### src/rtl/mac_pkg.sv
// Shared types and sizing helpers for the packed-SIMD dot-product-accumulate unit.
package mac_pkg;

    localparam int unsigned XLEN_DEF = 32;

    // Width of the reduced lane-product sum: two (W+1)-bit signed factors plus tree growth.
    function automatic int unsigned sum_width(input int unsigned xlen, input int unsigned lanes);
        return 2 * (xlen / lanes) + 2 + $clog2(lanes);
    endfunction

    typedef struct packed {
        logic [XLEN_DEF-1:0] a;
        logic [XLEN_DEF-1:0] b;
        logic                a_signed;
        logic                b_signed;
        logic                acc_en;
    } op_t;

endpackage

### src/rtl/mac_lane_mul.sv
// One SIMD lane: extend each W-bit operand by one bit (sign or zero) and form the signed product.
module mac_lane_mul #(
    parameter int unsigned W = 8
) (
    input  logic [W-1:0]         a_i,
    input  logic [W-1:0]         b_i,
    input  logic                 a_signed_i,
    input  logic                 b_signed_i,
    output logic signed [2*W+1:0] prod_o
);

    logic signed [W:0] a_ext;
    logic signed [W:0] b_ext;

    always_comb begin
        a_ext  = {a_signed_i & a_i[W-1], a_i};
        b_ext  = {b_signed_i & b_i[W-1], b_i};
        prod_o = (2*W+2)'(a_ext) * (2*W+2)'(b_ext);
    end

endmodule

### src/rtl/simd_dot_acc.sv
// Pipelined packed-SIMD dot-product-accumulate: operand register, lane multiply, reduce, accumulate.
// Define MAC_SATURATE_EN for a saturating accumulator with sat_o; otherwise it wraps.
module simd_dot_acc
    import mac_pkg::*;
#(
    parameter int unsigned XLEN  = XLEN_DEF,
    parameter int unsigned LANES = 4
) (
    input  logic            clk_i,
    input  logic            rst_i,
    input  logic            in_valid_i,
    output logic            in_ready_o,
    input  logic [XLEN-1:0] operand_a_i,
    input  logic [XLEN-1:0] operand_b_i,
    input  logic            a_signed_i,
    input  logic            b_signed_i,
    input  logic            acc_en_i,
    input  logic            flush_i,
    output logic            out_valid_o,
    input  logic            out_ready_i,
    output logic [XLEN-1:0] result_o,
    output logic            sat_o
);

    localparam int unsigned W     = XLEN / LANES;
    localparam int unsigned PW    = 2 * W + 2;
    localparam int unsigned SUM_W = sum_width(XLEN, LANES);
    localparam int unsigned EXT_W = ((SUM_W > XLEN) ? SUM_W : XLEN) + 1;

    logic advance;

    logic s1_v_q, s1_v_d;
    op_t  op_q, op_d;

    logic                 s2_v_q, s2_v_d;
    logic                 s2_en_q, s2_en_d;
    logic signed [PW-1:0] prod   [LANES];
    logic signed [PW-1:0] prod_q [LANES];
    logic signed [PW-1:0] prod_d [LANES];

    logic                    sum_v_q, sum_v_d;
    logic                    sum_en_q, sum_en_d;
    logic signed [SUM_W-1:0] sum_q, sum_d;
    logic signed [SUM_W-1:0] node [2*LANES-1];

    logic            out_v_q, out_v_d;
    logic [XLEN-1:0] acc_q, acc_d, acc_new;
    logic            sat_q, sat_d, sat_new;

    assign advance     = !out_v_q || out_ready_i;
    assign in_ready_o  = advance || flush_i;
    assign out_valid_o = out_v_q;
    assign result_o    = acc_q;
    assign sat_o       = sat_q;

    for (genvar k = 0; k < LANES; k++) begin : g_lane
        mac_lane_mul #(
            .W(W)
        ) u_mul (
            .a_i        (op_q.a[k*W +: W]),
            .b_i        (op_q.b[k*W +: W]),
            .a_signed_i (op_q.a_signed),
            .b_signed_i (op_q.b_signed),
            .prod_o     (prod[k])
        );
    end

    // Heap-indexed adder tree: leaves at LANES-1.., node[i] sums children 2i+1 and 2i+2.
    always_comb begin
        for (int k = 0; k < int'(LANES); k++) begin
            node[int'(LANES) - 1 + k] = SUM_W'(prod_q[k]);
        end
        for (int i = int'(LANES) - 2; i >= 0; i--) begin
            node[i] = node[2*i+1] + node[2*i+2];
        end
    end

`ifdef MAC_SATURATE_EN
    logic signed [EXT_W-1:0]  tot;
    logic        [EXT_W-XLEN:0] top_bits;

    always_comb begin
        tot = EXT_W'(sum_q);
        if (sum_en_q) begin
            tot = tot + EXT_W'($signed(acc_q));
        end
        top_bits = tot[EXT_W-1:XLEN-1];
        sat_new  = !((&top_bits) || !(|top_bits));
        acc_new  = tot[XLEN-1:0];
        if (sat_new) begin
            acc_new = tot[EXT_W-1] ? {1'b1, {(XLEN-1){1'b0}}} : {1'b0, {(XLEN-1){1'b1}}};
        end
    end
`else
    always_comb begin
        acc_new = XLEN'(sum_q);
        if (sum_en_q) begin
            acc_new = acc_q + XLEN'(sum_q);
        end
    end
    assign sat_new = 1'b0;
`endif

    always_comb begin
        s1_v_d   = s1_v_q;
        op_d     = op_q;
        s2_v_d   = s2_v_q;
        s2_en_d  = s2_en_q;
        prod_d   = prod_q;
        sum_v_d  = sum_v_q;
        sum_d    = sum_q;
        sum_en_d = sum_en_q;
        out_v_d  = out_v_q;
        acc_d    = acc_q;
        sat_d    = sat_q;
        if (advance) begin
            s1_v_d            = in_valid_i;
            op_d              = '0;
            op_d.a[XLEN-1:0]  = operand_a_i;
            op_d.b[XLEN-1:0]  = operand_b_i;
            op_d.a_signed     = a_signed_i;
            op_d.b_signed     = b_signed_i;
            op_d.acc_en       = acc_en_i;
            s2_v_d            = s1_v_q;
            s2_en_d           = op_q.acc_en;
            prod_d            = prod;
            sum_v_d           = s2_v_q;
            sum_d             = node[0];
            sum_en_d          = s2_en_q;
            out_v_d           = sum_v_q;
            // Bubbles reaching the last stage leave the accumulator untouched.
            if (sum_v_q) begin
                acc_d = acc_new;
                sat_d = sat_new;
            end
        end
    end

    always_ff @(posedge clk_i) begin
        if (rst_i) begin
            s1_v_q   <= 1'b0;
            op_q     <= '0;
            s2_v_q   <= 1'b0;
            s2_en_q  <= 1'b0;
            prod_q   <= '{default: '0};
            sum_v_q  <= 1'b0;
            sum_q    <= '0;
            sum_en_q <= 1'b0;
            out_v_q  <= 1'b0;
            acc_q    <= '0;
            sat_q    <= 1'b0;
        end else if (flush_i) begin
            s1_v_q  <= 1'b0;
            s2_v_q  <= 1'b0;
            sum_v_q <= 1'b0;
            out_v_q <= 1'b0;
            acc_q   <= '0;
            sat_q   <= 1'b0;
        end else begin
            s1_v_q   <= s1_v_d;
            op_q     <= op_d;
            s2_v_q   <= s2_v_d;
            s2_en_q  <= s2_en_d;
            prod_q   <= prod_d;
            sum_v_q  <= sum_v_d;
            sum_q    <= sum_d;
            sum_en_q <= sum_en_d;
            out_v_q  <= out_v_d;
            acc_q    <= acc_d;
            sat_q    <= sat_d;
        end
    end

endmodule

### config.mk
export PLATFORM = sky130hd
export DESIGN_NAME = simd_dot_acc
export DESIGN_NICKNAME = d
export VERILOG_FILES = /design/src/rtl/mac_pkg.sv /design/src/rtl/mac_lane_mul.sv /design/src/rtl/simd_dot_acc.sv
export SDC_FILE = /design/constraint.sdc
export NUM_CORES = 1
export LEC_CHECK = 0
export BUFFER_PORTS_ARGS = -buffer_cell sky130_fd_sc_hd__buf_2
export CAP_MARGIN = 5
export CORE_MARGIN = 5
export CORE_UTILIZATION = 26
export DETAILED_ROUTE_END_ITERATION = 6
export GPL_TIMING_DRIVEN = 0
export PLACE_DENSITY = 0.4
export SLEW_MARGIN = 15
export SYNTH_ARGS = -nofsm -noshare
export SYNTH_HDL_FRONTEND = slang
export SYNTH_SLANG_ARGS = --single-unit
### constraint.sdc
create_clock -name clk_i -period 5 [get_ports clk_i]
set_clock_uncertainty 0.2 [all_clocks]
set_input_delay 0.5 -clock clk_i [delete_from_list [all_inputs] [get_ports clk_i]]
set_output_delay 0.5 -clock clk_i [all_outputs]
set_load 0.02 [all_outputs]
==> metrics.log <==
[metrics] largest fanout of any net on the critical path: 4
[metrics] Hold Vio Cnt, Final: 0
[metrics] Net Sw Power: 1.46 mW
[metrics] total detailed-routing wirelength: 68900 um
[metrics] multiplexer share of the synthesized area: 0.497%
[metrics] cell type contributing the most total cell area after synthesis: fa_1
[metrics] number of global-route vias before repair: 18800
[metrics] proportion of total power due to net switching: about 34%
[metrics] P&R area growth vs syn: 16.4%
[metrics] DIE AREA: 92100 sq um
[metrics] starting utilization of the core area: 26.3%
[metrics] clock network fraction of design power: 35.8%
[metrics] Int Power: between 2 and 3 mW
[metrics] Placed Cells: slightly below 4000
[metrics] CORE AREA: 85300 sq um
[metrics] per-cell via count in the routed design: about 4.5
[metrics] startpoint types: flip-flop
[metrics] slew at the pin closest to its max-slew limit: roughly 1.1 ns
[metrics] Post-DRT Antenna Nets: 0
[metrics] I/O pin cnt: 107
[metrics] post-layout net count: 3347
[metrics] Top delay family on crit path: adder cells
[metrics] violated checks: negative setup slack
[metrics] number of synthesized register bits: 197
[metrics] asr flop ratio synth: 0%
[metrics] hold slack final: 0.0341 ns
[metrics] largest voltage drop on the vdd net: 274 uV
[metrics] Post-synth EDFFs: 0
[metrics] sequential element share of the synthesized area: 17.6%
[metrics] clock edge transition at the registers on the reported setup and hold paths: approximately 0.080 ns
[metrics] count of different cell masters after synthesis: between 70 and 80
[metrics] stage delay of the slowest cell on the critical path: 0.52 ns
[metrics] Tot GR Track Use: between 10% and 20%
[metrics] leading register cell type out of synthesis: dfxtp_1
[metrics] synthesized-area fraction occupied by ao, oa, aoi and oai cells: 12.0%
[metrics] clock buffer count from CTS: 17
[metrics] Hold WC Path Type: input port to flip-flop
[metrics] Final GP Congestion: 0.829
[metrics] post-route fraction of the period consumed by the critical path: 107%
[metrics] worst path setup slack after routing: -0.355 ns
[metrics] Synth Area in Simple Gates: 17.4%
[metrics] Placement Setup Slack: -1.13 ns
[metrics] Die W: 304 um
[metrics] combinational fraction of design power: 22.7%
[metrics] FILL cells: 9146
[metrics] depth of the worst register-to-register path: 20
[metrics] kind of critical path: flip-flop to flip-flop
[metrics] via total after detailed routing: 17700
[metrics] highest clock rate: around 190 MHz
[metrics] Skew-Pair Late Insertion Delay: 0.50 ns
[metrics] wire per inst: 17.6 um
[metrics] total of max-cap violations: 0
[metrics] cell area after layout: roughly 26000 sq um
[metrics] share of the synthesized netlist area taken by xor and xnor gates: 4.03%
[metrics] commonest cells after routing, fill and taps aside: 468 x nand2_1, 347 x inv_1, 313 x fa_1
[metrics] cell at the slowest stage of the critical path: or4b_4
[metrics] Clock Sink Count: just under 200
[metrics] top area cells in the synthesized netlist: fa_1 28%, dfxtp_1 18%, ha_1 11%
[metrics] number of warnings reported in the yosys synthesis log: 0
[metrics] pin count of the biggest net entering global routing: 20
[metrics] post-layout min period: 5.35 ns
[metrics] Congestion Overflow GR: 0
[metrics] Max Buffers Root-to-Sink: 2
[metrics] count of input and output buffers: 104
[metrics] cell at the root of the clock tree: clkbuf_16
[metrics] ratio of cells with drive above 1 in the final layout: 13.3%
[metrics] sequential fraction of design power: 41.6%
[metrics] area used by multi-input combinational logic: 17200 sq um
[metrics] sequence of cells on the critical path: clkbuf_16 -> buf_12 -> nand2_8 -> or2_4 -> fa_1 -> fa_1 -> inv_1 -> fa_1 -> fa_1 -> inv_1 -> fa_1 -> inv_2 -> ha_4 -> o21ai_2 -> a21oi_2 -> o21ai_2 -> a211oi_4 -> nor4_2 -> or4b_4 -> nand3_2
[metrics] main combinational cell family by area after synthesis: adder cells
[metrics] Worst Path Buf+Inv: 5
[metrics] placed instance area: 24500 sq um
[metrics] post-synth net total: 3225
[metrics] antenna violations before repair: 1
[metrics] half-perimeter wire length of the detailed placement result: 56100 um
[metrics] Pre-antenna DRT Iters: 4
[metrics] Mapped Cells: around 2600
[metrics] pwr dens: 163 nW/um^2
[metrics] instance count along the most critical hold path: 3
[metrics] worst slew slack as a fraction of its limit: 25.7%
[metrics] run status: complete, but fails checks
[metrics] total of endpoints with negative setup slack in the final report: 21
[metrics] final cell count without fillers: approximately 3900
[metrics] critical path required time: 5.24 ns
[metrics] H-tree lvl count: 4
[metrics] area occupied by registers: 3990 sq um
[metrics] area share of the largest cell type after synthesis: 28.4%
[metrics] most common cell after layout, fill and taps aside: nand2_1
[metrics] wire length of the first global-routing pass: 108000 um
[metrics] Levels on crit path: 20
[metrics] die outline height: roughly 300 um
[metrics] setup_tns: -3.26 ns
[metrics] Power, Total: between 4 and 5 mW
[metrics] number of remaining DRC errors: 0
[metrics] number of slew-limit violations in the final report: 0
[metrics] RSZ-0062 raised after global routing: true
[metrics] Pleak: 12.3 nW
[metrics] data arrival at the endpoint of the critical path: 5.60 ns
[metrics] synthesized cell area: roughly 22000 sq um
[metrics] critical path capture point type: flip-flop
[metrics] Post-Synth Adder-Cell Area: 39.7%
[metrics] clock tree from TritonCTS: built
[metrics] Avg Cell Area, Syn: 8.51 sq um
[metrics] violation count after the first detailed-route iteration: 700
[metrics] post-route core utilization: 30.6%
[metrics] number of rows in the core area: approximately 110
[metrics] most common cell type on the critical path: fa_1
## synthesized netlist by cell type, drive strengths merged, types with 3 or more instances
master,instances
nor3b,3
o41ai,6
nor3,16
xnor2,80
a41o,5
nand3b,11
a2111oi,4
a41oi,6
a211oi,28
nor4,3
fa,318
and2,123
nand2,476
o21ai,66
nand4,4
a311o,3
buf,14
nor2,104
and3,16
o21a,9
or3,11
xor2,23
nor2b,16
a21o,34
nand3,38
a31oi,12
o211ai,5
dfxtp,197
o21bai,7
ha,202
a21oi,228
o31ai,4
nand2b,14
a21boi,3
clkbuf,133
or2,12
inv,363
o2111ai,3
mux2i,10
## worst paths after layout
check	from	to	slack, ns
worst max-delay path	op_q[1]	node[17]	-0.35
worst min-delay path	operand_b_i[30]	op_q[33]	0.03
worst max register to register	op_q[1]	node[17]	-0.35
worst min register to register	s2_en_q	s2_en_q	0.26
## worst reg2reg max path, cell delays in order, from the launching register on
cell	delay, ns
dfxtp_2	0.34
clkbuf_16	0.15
buf_12	0.15
nand2_8	0.06
or2_4	0.25
fa_1	0.46
fa_1	0.51
inv_1	0.05
fa_1	0.45
fa_1	0.51
inv_1	0.05
fa_1	0.49
inv_2	0.05
ha_4	0.27
o21ai_2	0.07
a21oi_2	0.17
o21ai_2	0.10
a211oi_4	0.27
nor4_2	0.11
or4b_4	0.52
nand3_2	0.08
## cells by family after synthesis
family,after synthesis
buffers and inverters,510
xor gates and xnor gates,103
and+or+nand+nor,855
muxes,11
AOI/OAI and AO/OA,436
adders and majority gates,520
DFF,197
other,1
## layout make-up
class                      count  area share (%)
tap                         1144            5.49
sequential                   197            15.3
inverter                     363            5.23
antenna                        1         0.00960
buffer                        98            2.07
clock buffer                  18            1.68
timing repair buffer         152            3.75
clock inverter                14           0.633
multi-input combinational   1926            65.8
## power by group through the flow
stage	combinational [mW]	sequential [mW]	clock, mW
CTS	0.976	1.76	1.58
floorplan	0.667	1.71	0
detailed placement	0.977	1.74	0
global route	1.09	1.78	1.62
finish	0.965	1.77	1.52
global placement	0.974	1.74	0
## routing by layer
metal,global-route usage [%],wire (um),up-vias
met3,2.32,1920,54
met5,0,0,-
met4,4.16,1510,0
li1,-,-,8604
met1,19.5,31100,8796
met2,27.0,34400,209
## sequential cells by signal, indices dropped and copies added (netlist names), 20 cells and up
register and cells:
node 72, op_q 67, result_o 32, sum_q 20
## repair_timing
action                     4_1_cts  5_1_grt
buffers inserted                35        6
resized for setup              131       59
hold endpoints to repair        11        0
setup endpoints to repair       35       30
hold buffers                    11        0
pin swaps                       86       40
(Power assumes the default switching activity.)
